===== src/rtl/ps2_pkg.sv =====
// ps2_pkg: shared PS/2 frame states, prefix codes and FIFO entry layout
package ps2_pkg;
  typedef enum logic [1:0] {IDLE, DATA, PARITY, STOP} ps2_state_t;
  localparam logic [7:0] PS2_EXT = 8'hE0;
  localparam logic [7:0] PS2_BRK = 8'hF0;
  localparam int ENTRY_W  = 10;
  localparam int CODE_LSB = 0;
  localparam int BRK_BIT  = 8;
  localparam int EXT_BIT  = 9;
endpackage


===== src/rtl/ps2_frame_rx.sv =====
// ps2_frame_rx: oversampled PS/2 byte receiver with parity, stop and timeout checks
module ps2_frame_rx import ps2_pkg::*; #(
  parameter int SYNC_STAGES    = 2,
  parameter int FILTER_LEN     = 8,
  parameter int TIMEOUT_CYCLES = 200000
) (
  input  logic       clk_100Mhz,
  input  logic       rst,
  input  logic       PS2Clk,
  input  logic       PS2Data,
  output logic [7:0] rx_byte,
  output logic       byte_ok,
  output logic       parity_err,
  output logic       frame_err
);
  localparam int FW = $clog2(FILTER_LEN + 1);
  localparam int TW = $clog2(TIMEOUT_CYCLES + 1);
  logic [SYNC_STAGES-1:0] clk_sync, dat_sync;
  logic [FW-1:0] filt_cnt;
  logic [TW-1:0] to_cnt;
  logic filt, filt_d, fall, ps2c_s, ps2d_s, par;
  logic [2:0] bit_cnt;
  logic [7:0] shreg;
  ps2_state_t state;
  assign ps2c_s  = clk_sync[SYNC_STAGES-1];
  assign ps2d_s  = dat_sync[SYNC_STAGES-1];
  assign fall    = filt_d & ~filt;
  assign rx_byte = shreg;
  // synchronise both lines and only move the filtered clock after a stable run
  always_ff @(posedge clk_100Mhz or posedge rst)
    if (rst) begin
      clk_sync <= '1;
      dat_sync <= '1;
      filt     <= 1'b1;
      filt_d   <= 1'b1;
      filt_cnt <= '0;
    end else begin
      clk_sync <= {clk_sync[SYNC_STAGES-2:0], PS2Clk};
      dat_sync <= {dat_sync[SYNC_STAGES-2:0], PS2Data};
      filt_d   <= filt;
      filt_cnt <= (ps2c_s == filt || filt_cnt == FW'(FILTER_LEN - 1)) ? '0 : filt_cnt + FW'(1);
      if (ps2c_s != filt && filt_cnt == FW'(FILTER_LEN - 1)) filt <= ps2c_s;
    end
  // frame FSM stepping on filtered falling edges, aborted by the inter-bit timeout
  always_ff @(posedge clk_100Mhz or posedge rst)
    if (rst) begin
      state      <= IDLE;
      bit_cnt    <= '0;
      shreg      <= '0;
      par        <= 1'b0;
      to_cnt     <= '0;
      byte_ok    <= 1'b0;
      parity_err <= 1'b0;
      frame_err  <= 1'b0;
    end else begin
      byte_ok    <= 1'b0;
      parity_err <= 1'b0;
      frame_err  <= 1'b0;
      to_cnt     <= (fall || state == IDLE) ? '0 : to_cnt + TW'(1);
      if (state != IDLE && to_cnt == TW'(TIMEOUT_CYCLES - 1)) begin
        state     <= IDLE;
        frame_err <= 1'b1;
      end else if (fall)
        case (state)
          IDLE: if (!ps2d_s) begin
            state   <= DATA;
            bit_cnt <= '0;
          end
          DATA: begin
            shreg   <= {ps2d_s, shreg[7:1]};
            bit_cnt <= bit_cnt + 3'd1;
            if (bit_cnt == 3'd7) state <= PARITY;
          end
          PARITY: begin
            par   <= ps2d_s;
            state <= STOP;
          end
          default: begin
            state <= IDLE;
            if (!(^{shreg, par})) parity_err <= 1'b1;
            else if (!ps2d_s) frame_err <= 1'b1;
            else byte_ok <= 1'b1;
          end
        endcase
    end
endmodule


===== src/rtl/ps2_keycode_fifo.sv =====
// ps2_keycode_fifo: PS/2 receiver with E0/F0 prefix decoding into a show-ahead key event FIFO
module ps2_keycode_fifo import ps2_pkg::*; #(
  parameter int DEPTH          = 8,
  parameter int SYNC_STAGES    = 2,
  parameter int FILTER_LEN     = 8,
  parameter int TIMEOUT_CYCLES = 200000
) (
  input  logic                       clk_100Mhz,
  input  logic                       rst,
  input  logic                       PS2Clk,
  input  logic                       PS2Data,
  input  logic                       rd_en,
  output logic                       valid,
  output logic [7:0]                 code,
  output logic                       is_break,
  output logic                       is_ext,
  output logic [$clog2(DEPTH+1)-1:0] count,
  output logic                       full,
  output logic                       overflow,
  output logic                       parity_err,
  output logic                       frame_err
);
  localparam int AW = $clog2(DEPTH);
  localparam int CW = $clog2(DEPTH + 1);
  logic [7:0] rx_byte;
  logic byte_ok, ext_pend, brk_pend, push, do_pop, do_push;
  logic [ENTRY_W-1:0] push_entry, head;
  logic [ENTRY_W-1:0] mem [DEPTH];
  logic [AW-1:0] wr_ptr, rd_ptr;
  ps2_frame_rx #(
    .SYNC_STAGES(SYNC_STAGES),
    .FILTER_LEN(FILTER_LEN),
    .TIMEOUT_CYCLES(TIMEOUT_CYCLES)
  ) u_rx (
    .clk_100Mhz(clk_100Mhz),
    .rst(rst),
    .PS2Clk(PS2Clk),
    .PS2Data(PS2Data),
    .rx_byte(rx_byte),
    .byte_ok(byte_ok),
    .parity_err(parity_err),
    .frame_err(frame_err)
  );
  assign valid    = count != '0;
  assign full     = count == CW'(DEPTH);
  assign do_pop   = rd_en & valid;
  assign do_push  = push & (~full | do_pop);
  assign head     = mem[rd_ptr];
  assign code     = valid ? head[CODE_LSB +: 8] : 8'h00;
  assign is_break = valid & head[BRK_BIT];
  assign is_ext   = valid & head[EXT_BIT];
  // fold E0/F0 prefixes into flags and emit one event per real scan code
  always_ff @(posedge clk_100Mhz or posedge rst)
    if (rst) begin
      ext_pend   <= 1'b0;
      brk_pend   <= 1'b0;
      push       <= 1'b0;
      push_entry <= '0;
    end else begin
      push <= 1'b0;
      if (parity_err || frame_err) begin
        ext_pend <= 1'b0;
        brk_pend <= 1'b0;
      end else if (byte_ok) begin
        if (rx_byte == PS2_EXT) ext_pend <= 1'b1;
        else if (rx_byte == PS2_BRK) brk_pend <= 1'b1;
        else begin
          push       <= 1'b1;
          push_entry <= {ext_pend, brk_pend, rx_byte};
          ext_pend   <= 1'b0;
          brk_pend   <= 1'b0;
        end
      end
    end
  // FIFO pointers, occupancy and sticky overflow on a dropped event
  always_ff @(posedge clk_100Mhz or posedge rst)
    if (rst) begin
      wr_ptr   <= '0;
      rd_ptr   <= '0;
      count    <= '0;
      overflow <= 1'b0;
    end else begin
      wr_ptr   <= do_push ? wr_ptr + AW'(1) : wr_ptr;
      rd_ptr   <= do_pop ? rd_ptr + AW'(1) : rd_ptr;
      count    <= count + CW'(do_push) - CW'(do_pop);
      overflow <= overflow | (push & full & ~do_pop);
    end
  // entry storage; the head is read combinationally for show-ahead
  always_ff @(posedge clk_100Mhz)
    if (do_push) mem[wr_ptr] <= push_entry;
endmodule

===== config.mk =====
export PLATFORM = sky130hd
export DESIGN_NAME = ps2_keycode_fifo
export DESIGN_NICKNAME = d
export VERILOG_FILES = /design/src/rtl/ps2_pkg.sv /design/src/rtl/ps2_frame_rx.sv /design/src/rtl/ps2_keycode_fifo.sv
export SDC_FILE = /design/constraint.sdc
export NUM_CORES = 1
export LEC_CHECK = 0
export CAP_MARGIN = 15
export CORE_UTILIZATION = 25
export DETAILED_ROUTE_END_ITERATION = 8
export PLACE_DENSITY = 0.49
export SLEW_MARGIN = 10
export SYNTH_ARGS = -nofsm -noshare
export SYNTH_HDL_FRONTEND = slang
export SYNTH_SLANG_ARGS = --single-unit

===== constraint.sdc =====
create_clock -name clk_100Mhz -period 4 [get_ports clk_100Mhz]
set_input_delay 0.8 -clock clk_100Mhz [delete_from_list [all_inputs] [get_ports clk_100Mhz]]
set_output_delay 0.8 -clock clk_100Mhz [all_outputs]
set_load 0.05 [all_outputs]

==> impl_metrics.prom <==
# TYPE chip_impl_metric gauge
chip_impl_metric{name="initial_utilization",unit="%"} 25.6
chip_impl_metric{name="critPathArrivalTime",unit="ps"} 2640
chip_impl_metric{name="finalHoldViolCount",unit=""} 0
chip_impl_metric{name="die_area",unit="sq mm"} 0.0256
chip_impl_metric{name="antenna_cells",unit=""} 0
chip_impl_metric{name="placedCellCount",unit=""} 760
chip_impl_metric{name="route.final.wire_length",unit="mm"} 11.7
chip_impl_metric{name="delay_of_the_slowest_critical_path_stage",unit="ps"} 720
chip_impl_info{name="crit_chain",value="buf_4 > mux4_2 > mux2i_1 > nor2_1 > clkdlybuf4s50_1"} 1
chip_impl_metric{name="final_hold_slack",unit="ps"} 355
chip_impl_metric{name="synthesis.instances",unit=""} 411
chip_impl_metric{name="area.growth.synth_to_final",unit="%"} 20.4
chip_impl_metric{name="period_needed",unit="ps"} 3440
chip_impl_metric{name="async_reset_ff_share",unit="%"} 46.3
chip_impl_info{name="crit_path_start",value="rd_ptr[0]$_DFFE_PP0N_"} 1
chip_impl_metric{name="hpwl",unit="mm"} 7.85
chip_impl_metric{name="total_power",unit="mW"} 4.49
chip_impl_info{name="grt_setup_unrepaired",value="no"} 1
chip_impl_metric{name="setup_viol_count_final",unit=""} 0
chip_impl_metric{name="row_count",unit=""} 57
chip_impl_metric{name="post-cts-setup-buffers",unit=""} 0
chip_impl_info{name="worst_setup_path_start_kind",value="flop"} 1
chip_impl_metric{name="relSlewSlack",unit="%"} 35.6
chip_impl_metric{name="pre_cts_ws",unit="ps"} 961
chip_impl_metric{name="required",unit="ps"} 3200
chip_impl_metric{name="path_buf_inv",unit=""} 2
chip_impl_metric{name="antenna_found_initial",unit=""} 0
chip_impl_metric{name="insertion_delay",unit="ps"} 420
chip_impl_metric{name="post_route_insts_no_fill",unit=""} 792
chip_impl_metric{name="first_pass_grt_wire_length",unit="mm"} 20.1
chip_impl_metric{name="placeableCoreArea",unit="sq mm"} 0.0244
chip_impl_metric{name="inserted_clock_buffers",unit=""} 17
chip_impl_metric{name="routed-via-count",unit=""} 3395
chip_impl_metric{name="powerDensity",unit="mW/mm^2"} 597
chip_impl_info{name="clockRootBuffer",value="clkbuf_16"} 1
chip_impl_metric{name="gr-total-overflow",unit=""} 0
chip_impl_metric{name="number_of_global_route_vias_before_repair",unit=""} 3692
chip_impl_metric{name="fin_crit_sh",unit="%"} 86.1
chip_impl_info{name="critical_path.top_delay_family",value="buffers and inverters"} 1
chip_impl_info{name="worstHoldPathType",value="flop to flop"} 1
chip_impl_metric{name="iteration_0_drc_count_of_the_detailed_router",unit=""} 157
chip_impl_metric{name="drt_antenna_net_count",unit=""} 0
chip_impl_metric{name="fillerInstances",unit=""} 2422
chip_impl_metric{name="cp_max_fo",unit=""} 22
chip_impl_info{name="worstSetupEndpointType",value="output pin"} 1
chip_impl_metric{name="placement.io_buffers",unit=""} 23
chip_impl_metric{name="design.portCount",unit=""} 24
chip_impl_metric{name="cts.sink_count",unit=""} 149
chip_impl_metric{name="layout.nets",unit=""} 476
chip_impl_info{name="run_status",value="finished, final reports clean"} 1
chip_impl_metric{name="globalplace.congestion",unit=""} 0.700
chip_impl_metric{name="layout-drive-gt1-share",unit="%"} 21.6
chip_impl_metric{name="synth.net_count",unit=""} 432
chip_impl_info{name="hold_start",value="u_rx.clk_sync[0]$_DFF_PP1_"} 1
chip_impl_metric{name="holdBufCountCts",unit=""} 0
chip_impl_metric{name="multi_input_area",unit="sq mm"} 0.00201
chip_impl_metric{name="synth.yosys.seq_area_share",unit="%"} 66.2
chip_impl_metric{name="die_x",unit="um"} 160
chip_impl_metric{name="cellLeakagePower",unit="nW"} 2.76
chip_impl_metric{name="vdd_drop_max",unit="V"} 0.000294
chip_impl_info{name="synth_flop_cell",value="edfxtp_1"} 1
chip_impl_metric{name="maxSlewViolCount",unit=""} 0
chip_impl_metric{name="synth.ff_latch_count",unit=""} 149
chip_impl_metric{name="worst_clock_skew",unit="ps"} 9.64
chip_impl_metric{name="number_of_enable_type_register_cells_in_the_synthesized_netlist",unit=""} 80
chip_impl_metric{name="drt-vias-per-instance",unit=""} 4.29
chip_impl_metric{name="tightestPinTransition",unit="ps"} 966
chip_impl_metric{name="grt_start_max_net_pins",unit=""} 45
chip_impl_metric{name="synthesis.area",unit="sq mm"} 0.00625
chip_impl_metric{name="postCtsResizedCells",unit=""} 0
chip_impl_info{name="r2r-start",value="count[2]$_DFF_PP0_"} 1
chip_impl_metric{name="syn_area_per_cell",unit="sq um"} 15.2
chip_impl_info{name="cts_tree",value="built"} 1
chip_impl_metric{name="clk_transition_reported_paths",unit="ps"} 70
chip_impl_info{name="crit_type",value="flop to output pin"} 1
chip_impl_metric{name="die-height",unit="um"} 160
chip_impl_metric{name="clock_tree.htree_level_count",unit=""} 4
chip_impl_metric{name="fin_setup_tns",unit="ps"} 0
chip_impl_metric{name="yosysWarningCount",unit=""} 0
chip_impl_metric{name="postLayoutSetupSlackWorst",unit="ps"} 556
chip_impl_metric{name="wl_per_cell",unit="um"} 14.8
chip_impl_metric{name="drv_cap",unit=""} 0
chip_impl_metric{name="maxClockFrequency",unit="MHz"} 290
chip_impl_metric{name="seqCellArea",unit="sq mm"} 0.00414
chip_impl_metric{name="distinct_cell_type_count_of_the_synthesized_netlist",unit=""} 47
chip_impl_info{name="timing.critical_path.slowest_stage_cell",value="clkdlybuf4s50_1"} 1
chip_impl_metric{name="drc_markers",unit=""} 0
chip_impl_metric{name="first_pass_detailed_route_iteration_total",unit=""} 4
chip_impl_metric{name="combined_global_route_utilization_of_all_metal_layers",unit="%"} 10.2
chip_impl_metric{name="cts_max_path_buffers",unit=""} 2
power breakdown:
| part | internal, mW | leakage, nW | switching [mW] |
|---|---|---|---|
| Sequential | 1.71 | 1.57 | 0.101 |
| Combinational | 0.427 | 0.905 | 0.659 |
| Clock | 0.937 | 0.285 | 0.662 |
| Total | 3.07 | 2.76 | 1.42 |
cell type report:
cell class | count | area share, %
clock inverter | 14 | 2.15
sequential | 149 | 55.0
tap | 324 | 5.39
multi-input combinational | 237 | 26.7
clock buffer | 18 | 5.71
inverter | 14 | 0.699
timing repair buffer | 36 | 4.36
placed cells by master, fill, tap and decap left out, drive strengths merged, types with 6 or more instances in the layout:
master         instances
nor3                   9
mux2                  21
mux2i                 10
ha                    15
clkdlybuf4s50         23
clkbuf                18
mux4                  20
nand2b                 7
nand3                 12
buf                   13
inv                   22
edfxtp                80
dfrtp                 63
xnor2                 21
a21oi                  7
o21ai                  7
nand2                 17
nor2                  45
dfstp                  6
xor2                   9
per-stage QoR:
step	cell area [sq um]	utilization, %
floorplan	6250	-
global placement	6920	28.4
detailed placement	6930	28.4
CTS	7520	30.8
global route	7520	30.8
finish	7520	30.8
synthesized netlist by cell type (2+ instances only):
library cell / instances / area share [%]
buf_1: 2 / 0.12
mux2_2: 20 / 3.6
xnor2_1: 21 / 2.9
o21ai_0: 7 / 0.56
a22o_1: 2 / 0.28
nor4_1: 2 / 0.20
dfrtp_1: 63 / 25
edfxtp_1: 80 / 38
mux2i_1: 10 / 1.6
nand2b_1: 7 / 0.70
or2_2: 2 / 0.20
or3_1: 4 / 0.40
a21oi_1: 7 / 0.56
nor3_1: 9 / 0.72
clkbuf_1: 4 / 0.24
xor2_1: 9 / 1.3
buf_2: 4 / 0.32
dfstp_2: 6 / 2.5
and2_1: 2 / 0.20
nand4_1: 5 / 0.50
nor2_1: 45 / 2.7
ha_1: 15 / 3.0
nand3b_1: 2 / 0.24
mux4_2: 20 / 7.2
inv_1: 14 / 0.84
and4_2: 2 / 0.32
nand2_1: 16 / 0.96
and4_1: 2 / 0.28
nand3_1: 11 / 0.88
registers in the layout (all words and copies together) (netlist names), 2 cells and up:
name and cells:
u_rx.dat_sync 2, push_entry 10, u_rx.to_cnt 18, u_rx.state 2, wr_ptr 3, u_rx.bit_cnt 3, u_rx.rx_byte 8, mem 80
rd_ptr 3, u_rx.filt_cnt 4, u_rx.clk_sync 2, count 4
final timing paths:
check                                        endpoint  slack [ps]  cells after the start
hold reg to reg            u_rx.clk_sync[1]$_DFF_PP1_         360                      0
min in group asynchronous       wr_ptr[0]$_DFFE_PP0P_         920                      2
setup reg to reg                   count[2]$_DFF_PP0_        1400                     10
setup / recovery                               is_ext         560                      5
max in group asynchronous   u_rx.to_cnt[17]$_DFF_PP0_        2280                      3
hold / removal             u_rx.clk_sync[1]$_DFF_PP1_         360                      0
per-layer routing:
layer  up-vias  part of all wire, %  GRT usage (%)  routed length (um)
met3        10                  3.5           2.94                 406
met4         0                 0.98           4.03                 115
met5         -                    0              0                   0
li1       1593                    -              -                   -
met2        47                   47           15.9                5520
met1      1745                   48           13.3                5670
kinds of logic after synthesis:
group,synth area share (%)
DFF,66.2
xor gates and xnor gates,4.21
muxes,12.6
buffers and inverters,1.64
and+or+nand+nor,9.29
adders and majority gates,3.32
AOI/OAI and AO/OA,2.74
No activity file was read; power rests on OpenSTA's default activity.
